[config.mk]
export PLATFORM = sky130hd
export DESIGN_NAME = booth_mult_sequencer
export DESIGN_NICKNAME = d
export VERILOG_FILES = /design/src/rtl/booth_mult_sequencer.sv
export SDC_FILE = /design/constraint.sdc
export NUM_CORES = 1
export LEC_CHECK = 0
export CORE_AREA = 2 2 132 134
export CTS_BUF_LIST = sky130_fd_sc_hd__clkbuf_8
export DETAILED_ROUTE_END_ITERATION = 8
export DIE_AREA = 0 0 134 136
export GPL_TIMING_DRIVEN = 0
export SETUP_SLACK_MARGIN = 0.02
export SLEW_MARGIN = 10
export SYNTH_ARGS = -nofsm -noshare
export SYNTH_HDL_FRONTEND = slang
export SYNTH_SLANG_ARGS = --single-unit
[constraint.sdc]
create_clock -name clk -period 3.2 [get_ports clk]
set_clock_uncertainty 0.1 [all_clocks]
set_input_delay 0.64 -clock clk [delete_from_list [all_inputs] [get_ports clk]]
set_output_delay 0.64 -clock clk [all_outputs]
set_load 0.005 [all_outputs]
[src/rtl/booth_mult_sequencer.sv]
// Booth multiplier sequencer: arbitrates two requesters onto one registered
// multiplier datapath, steps it through load / settle / capture, and returns
// the product with the owning requester's id under a valid/ready handshake.
module booth_mult_sequencer #(
    parameter int WIDTH       = 32,
    parameter int MULT_CYCLES = 1
) (
    input  logic                 clk,
    input  logic                 reset_n,
    input  logic                 req0_valid,
    output logic                 req0_ready,
    input  logic [WIDTH-1:0]     req0_mcand,
    input  logic [WIDTH-1:0]     req0_mplier,
    input  logic                 req1_valid,
    output logic                 req1_ready,
    input  logic [WIDTH-1:0]     req1_mcand,
    input  logic [WIDTH-1:0]     req1_mplier,
    input  logic                 abort,
    output logic                 resp_valid,
    input  logic                 resp_ready,
    output logic                 resp_id,
    output logic [2*WIDTH-1:0]   resp_product,
    output logic [WIDTH-1:0]     dp_mcand,
    output logic [WIDTH-1:0]     dp_mplier,
    output logic                 dp_enable_a,
    output logic                 dp_enable_b,
    output logic                 dp_enable_out,
    output logic                 dp_reset_a,
    output logic                 dp_reset_b,
    output logic                 dp_reset_out,
    input  logic [2*WIDTH-1:0]   dp_product
);

    localparam logic [2:0] S_INIT    = 3'd0;
    localparam logic [2:0] S_IDLE    = 3'd1;
    localparam logic [2:0] S_COMPUTE = 3'd2;
    localparam logic [2:0] S_CAPTURE = 3'd3;
    localparam logic [2:0] S_RESP    = 3'd4;

    // Settle counter preload; the Booth array gets MULT_CYCLES cycles.
    localparam logic [3:0] CNT_LOAD = 4'(MULT_CYCLES - 1);

    logic [2:0]       state_q, state_d;
    logic [3:0]       cnt_q, cnt_d;
    logic             last_q, last_d;
    logic             id_q, id_d;
    logic [WIDTH-1:0] mcand_q, mcand_d;
    logic [WIDTH-1:0] mplier_q, mplier_d;
    logic             grant_vld;
    logic             grant_id;

    // Arbitration and next-state: abort overrides every handshake and
    // forces a datapath clear via INIT, keeping the round-robin pointer.
    always_comb begin
        state_d   = state_q;
        cnt_d     = cnt_q;
        last_d    = last_q;
        id_d      = id_q;
        mcand_d   = mcand_q;
        mplier_d  = mplier_q;
        grant_vld = 1'b0;
        grant_id  = 1'b0;

        if (state_q == S_IDLE && !abort && (req0_valid || req1_valid)) begin
            grant_vld = 1'b1;
            grant_id  = (req0_valid && req1_valid) ? ~last_q : req1_valid;
        end

        case (state_q)
            S_INIT:    state_d = S_IDLE;
            S_IDLE: begin
                if (grant_vld) begin
                    state_d  = S_COMPUTE;
                    cnt_d    = CNT_LOAD;
                    id_d     = grant_id;
                    last_d   = grant_id;
                    mcand_d  = grant_id ? req1_mcand  : req0_mcand;
                    mplier_d = grant_id ? req1_mplier : req0_mplier;
                end
            end
            S_COMPUTE: begin
                if (cnt_q == 4'd0) state_d = S_CAPTURE;
                else               cnt_d   = cnt_q - 4'd1;
            end
            S_CAPTURE: state_d = S_RESP;
            S_RESP:    if (resp_valid && resp_ready) state_d = S_IDLE;
            default:   state_d = S_INIT;
        endcase

        if (abort && state_q != S_INIT) state_d = S_INIT;
    end

    // State and operand-hold registers.
    always_ff @(posedge clk or negedge reset_n) begin
        if (!reset_n) begin
            state_q  <= S_INIT;
            cnt_q    <= '0;
            last_q   <= 1'b1;
            id_q     <= 1'b0;
            mcand_q  <= '0;
            mplier_q <= '0;
        end else begin
            state_q  <= state_d;
            cnt_q    <= cnt_d;
            last_q   <= last_d;
            id_q     <= id_d;
            mcand_q  <= mcand_d;
            mplier_q <= mplier_d;
        end
    end

    // Operand buses follow the granted requester in the grant cycle and
    // otherwise hold the last loaded pair.
    assign req0_ready    = grant_vld && !grant_id;
    assign req1_ready    = grant_vld &&  grant_id;
    assign dp_mcand      = mcand_d;
    assign dp_mplier     = mplier_d;
    assign dp_enable_a   = grant_vld;
    assign dp_enable_b   = grant_vld;
    assign dp_enable_out = (state_q == S_CAPTURE) && !abort;
    assign dp_reset_a    = (state_q == S_INIT);
    assign dp_reset_b    = (state_q == S_INIT);
    assign dp_reset_out  = (state_q == S_INIT);
    assign resp_valid    = (state_q == S_RESP) && !abort;
    assign resp_id       = id_q;
    assign resp_product  = dp_product;

endmodule

==> impl_metrics.json <==
{
  "status": "finished, final reports clean",
  "area_growth_syn_to_layout_pct": 80.27,
  "die-area_um2": 18220,
  "cts-root-buf": "clkbuf_8",
  "ys_types": 30,
  "hpwl_mm": 10.29,
  "die_h_um": 136,
  "totalWireLength_mm": 13.18,
  "synth_nets": 528,
  "place_congestion": 0.7071,
  "cts.reportedPaths.clkPinSlew_ps": 70,
  "die_w_um": 134,
  "initial_core_util_pct": 24.84,
  "clockBufferDepth": 2,
  "met1_length_mm": 4.738,
  "p_leak_nw": 3.235,
  "routed.top_layer": "met4",
  "grt_overflow": 0,
  "yosysSeqAreaShare_pct": 43.61,
  "placeableCoreArea_um2": 16880,
  "min_period_ps": 3100,
  "hold_class": "input port to asynchronous set/reset pin",
  "antenna_cells": 0,
  "ff2ff_path_depth": 7,
  "grt_max_degree": 39,
  "dr_total_vias": 3569,
  "peakVddDrop_mv": 0.2888,
  "ys_ff_latch": 73,
  "path_class": "input port to output port",
  "ff2ff_setup_slack_ps": 1180,
  "crit_required_ps": 2460,
  "syn_area_um2": 4192,
  "final_cell_mix": "clkdlybuf4s50_1, mux2_2, buf_4, dfrtp_1, buf_2",
  "synth_warnings": 0,
  "startpoint_type": "input port",
  "maxSlewViolCount": 0,
  "antenna_found_initial": 0,
  "setup_violations": 0,
  "avgSynthCellArea_um2": 12.78,
  "syn_inst": 328,
  "fmax_ghz": 0.3226,
  "grt.total_usage_pct": 14.12,
  "path_max_fanout": 6,
  "rows": 48,
  "grt_pass1_vias": 3768,
  "clk_latency_ps": 360,
  "pwr_density_cell_nw_per_um2": 624.7,
  "fin_nets": 826,
  "drc_errors": 0,
  "reg2reg_to": "mplier_q[30]$_DFF_PN0_",
  "crit_arrival_ps": 2360,
  "drv_cap": 0,
  "drtAntennaViolNets": 0,
  "wl_met2_mm": 6.754,
  "finalPower_mw": 4.720,
  "holdWs_ps": 150.0,
  "max_slew_margin_pct": 65.06,
  "hold_viol": 0,
  "io-pin-count": 336,
  "first_iter_violations": 30,
  "clock_sinks": 73,
  "cts_tree": "yes",
  "port_buffers": 271,
  "worst_pin_slew_ps": 524.2,
  "drive_gt1_share_pct": 44.90,
  "layout_commonest_cell": "clkdlybuf4s50_1",
  "r2r-start": "state_q[2]$_DFFE_PN0P_",
  "wl_per_cell_um": 15.45,
  "via_per_inst": 4.184,
  "drt_first_pass_iters": 4,
  "grt_pass1_wl_mm": 19.85,
  "cp-end-kind": "output port",
  "rsz0062_at_grt": "false",
  "wl_met3_mm": 1.467,
  "htreeDepth": 3,
  "period_share_pct": 96.88,
  "numCtsBuffers": 9
}
==> power by group <==
part	internal (mW)	total, mW	leakage [nW]	switching [mW]
Clock	0.283	0.617	0.0865	0.334
Sequential	1.38	1.53	0.870	0.141
Combinational	1.61	2.58	2.28	0.971
Total	3.27	4.72	3.24	1.45
==> routing by layer <==
metal  track usage (%)  vias to the layer above
li1                  -                     1676
met1             14.90                     1673
met2             25.10                      205
met3             5.630                       15
met4             5.792                        0
met5                 0                        -
==> Yosys cell counts <==
cell type	n	area share (%)
nand2_1	2	0.18
or4_1	2	0.36
buf_6	7	1.9
nand2b_1	2	0.30
nor4b_1	2	0.42
nor3_4	1	0.39
a21oi_1	4	0.48
mux2_2	130	35
or3b_1	1	0.21
nor4_1	1	0.15
nor2b_1	1	0.15
nor3b_1	1	0.18
buf_4	67	12
or2_1	1	0.15
inv_1	3	0.27
o32ai_1	2	0.42
ha_1	2	0.60
dfstp_2	1	0.63
or2_2	1	0.15
buf_2	5	0.60
or3_1	2	0.30
o21a_1	1	0.18
a21boi_1	1	0.18
and2_1	1	0.15
nor3_1	2	0.24
clkbuf_1	4	0.36
dfrtp_1	72	43
o21ai_0	5	0.60
or3b_2	2	0.42
nor2_1	2	0.18
==> worst max path at each step <==
stage | start | to | slack [ps]
3_3_place_gp | reset_n | cnt_q[3]$_DFFE_PN0P_ | -1270
6_report | req0_valid | dp_mcand[23] | 100
5_1_grt | req0_valid | dp_mcand[23] | 20
2_1_floorplan | req1_valid | dp_mcand[10] | 480
4_1_cts | abort | dp_mcand[8] | 9
3_5_place_dp | req1_valid | dp_mcand[7] | -1160
==> repair_timing <==
action                                 4_1_cts  5_1_grt
pin swaps                                    2        2
setup endpoints to repair                   68       37
buffers inserted                            10        2
hold buffers                                 0        0
endpoints found under the hold margin        0        0
cloned                                       3        0
gates resized for setup                    218        8
==> cell type report <==
| type | instances | area, µm² |
|---|---|---|
| plain buffers | 83 | 758.2 |
| well taps | 225 | 281.5 |
| multi-input cells | 169 | 1768 |
| clock inverters | 3 | 12.51 |
| flip-flops and latches | 73 | 1829 |
| inverters | 3 | 11.26 |
| clock buffers | 10 | 137.6 |
| repair buffers | 287 | 2758 |
| fillers | 1572 | 9320 |
==> registers in the layout, indices dropped and copies added, names as in the netlist <==
name and cells:
cnt_q 4, last_q 1, mcand_q 32, mplier_q 32, resp_id 1, state_q 3
==> cells by family after synthesis <==
group | count (synthesis) | share of synthesized area [%]
mux | 130 | 34.93
buf+inv | 86 | 15.10
flops | 73 | 43.61
simple gates | 24 | 3.911
compound gates | 13 | 1.851
fa+ha+maj | 2 | 0.5969
==> through the flow <==
step,cell area (µm²),util [%],TNS (ps),instances,setup slack [ps]
6_report,7556,44.77,0,853,99.71
5_1_grt,7556,44.77,0,853,20.47
4_1_cts,7531,44.62,0,851,9.151
3_5_place_dp,7203,42.68,-67260,825,-1160
3_3_place_gp,7186,42.58,-155490,824,-1270
2_1_floorplan,4192,-,0,328,482.3
==> critical path: stages <==
cell and delay, ps:
dlygate4sd2_1 270, a21boi_4 230, buf_6 140, buf_12 120
clkbuf_8 150, mux2_2 330, mux2_4 260, clkdlybuf4s15_2 210
Note: power is estimated with default switching activity, not from simulation.
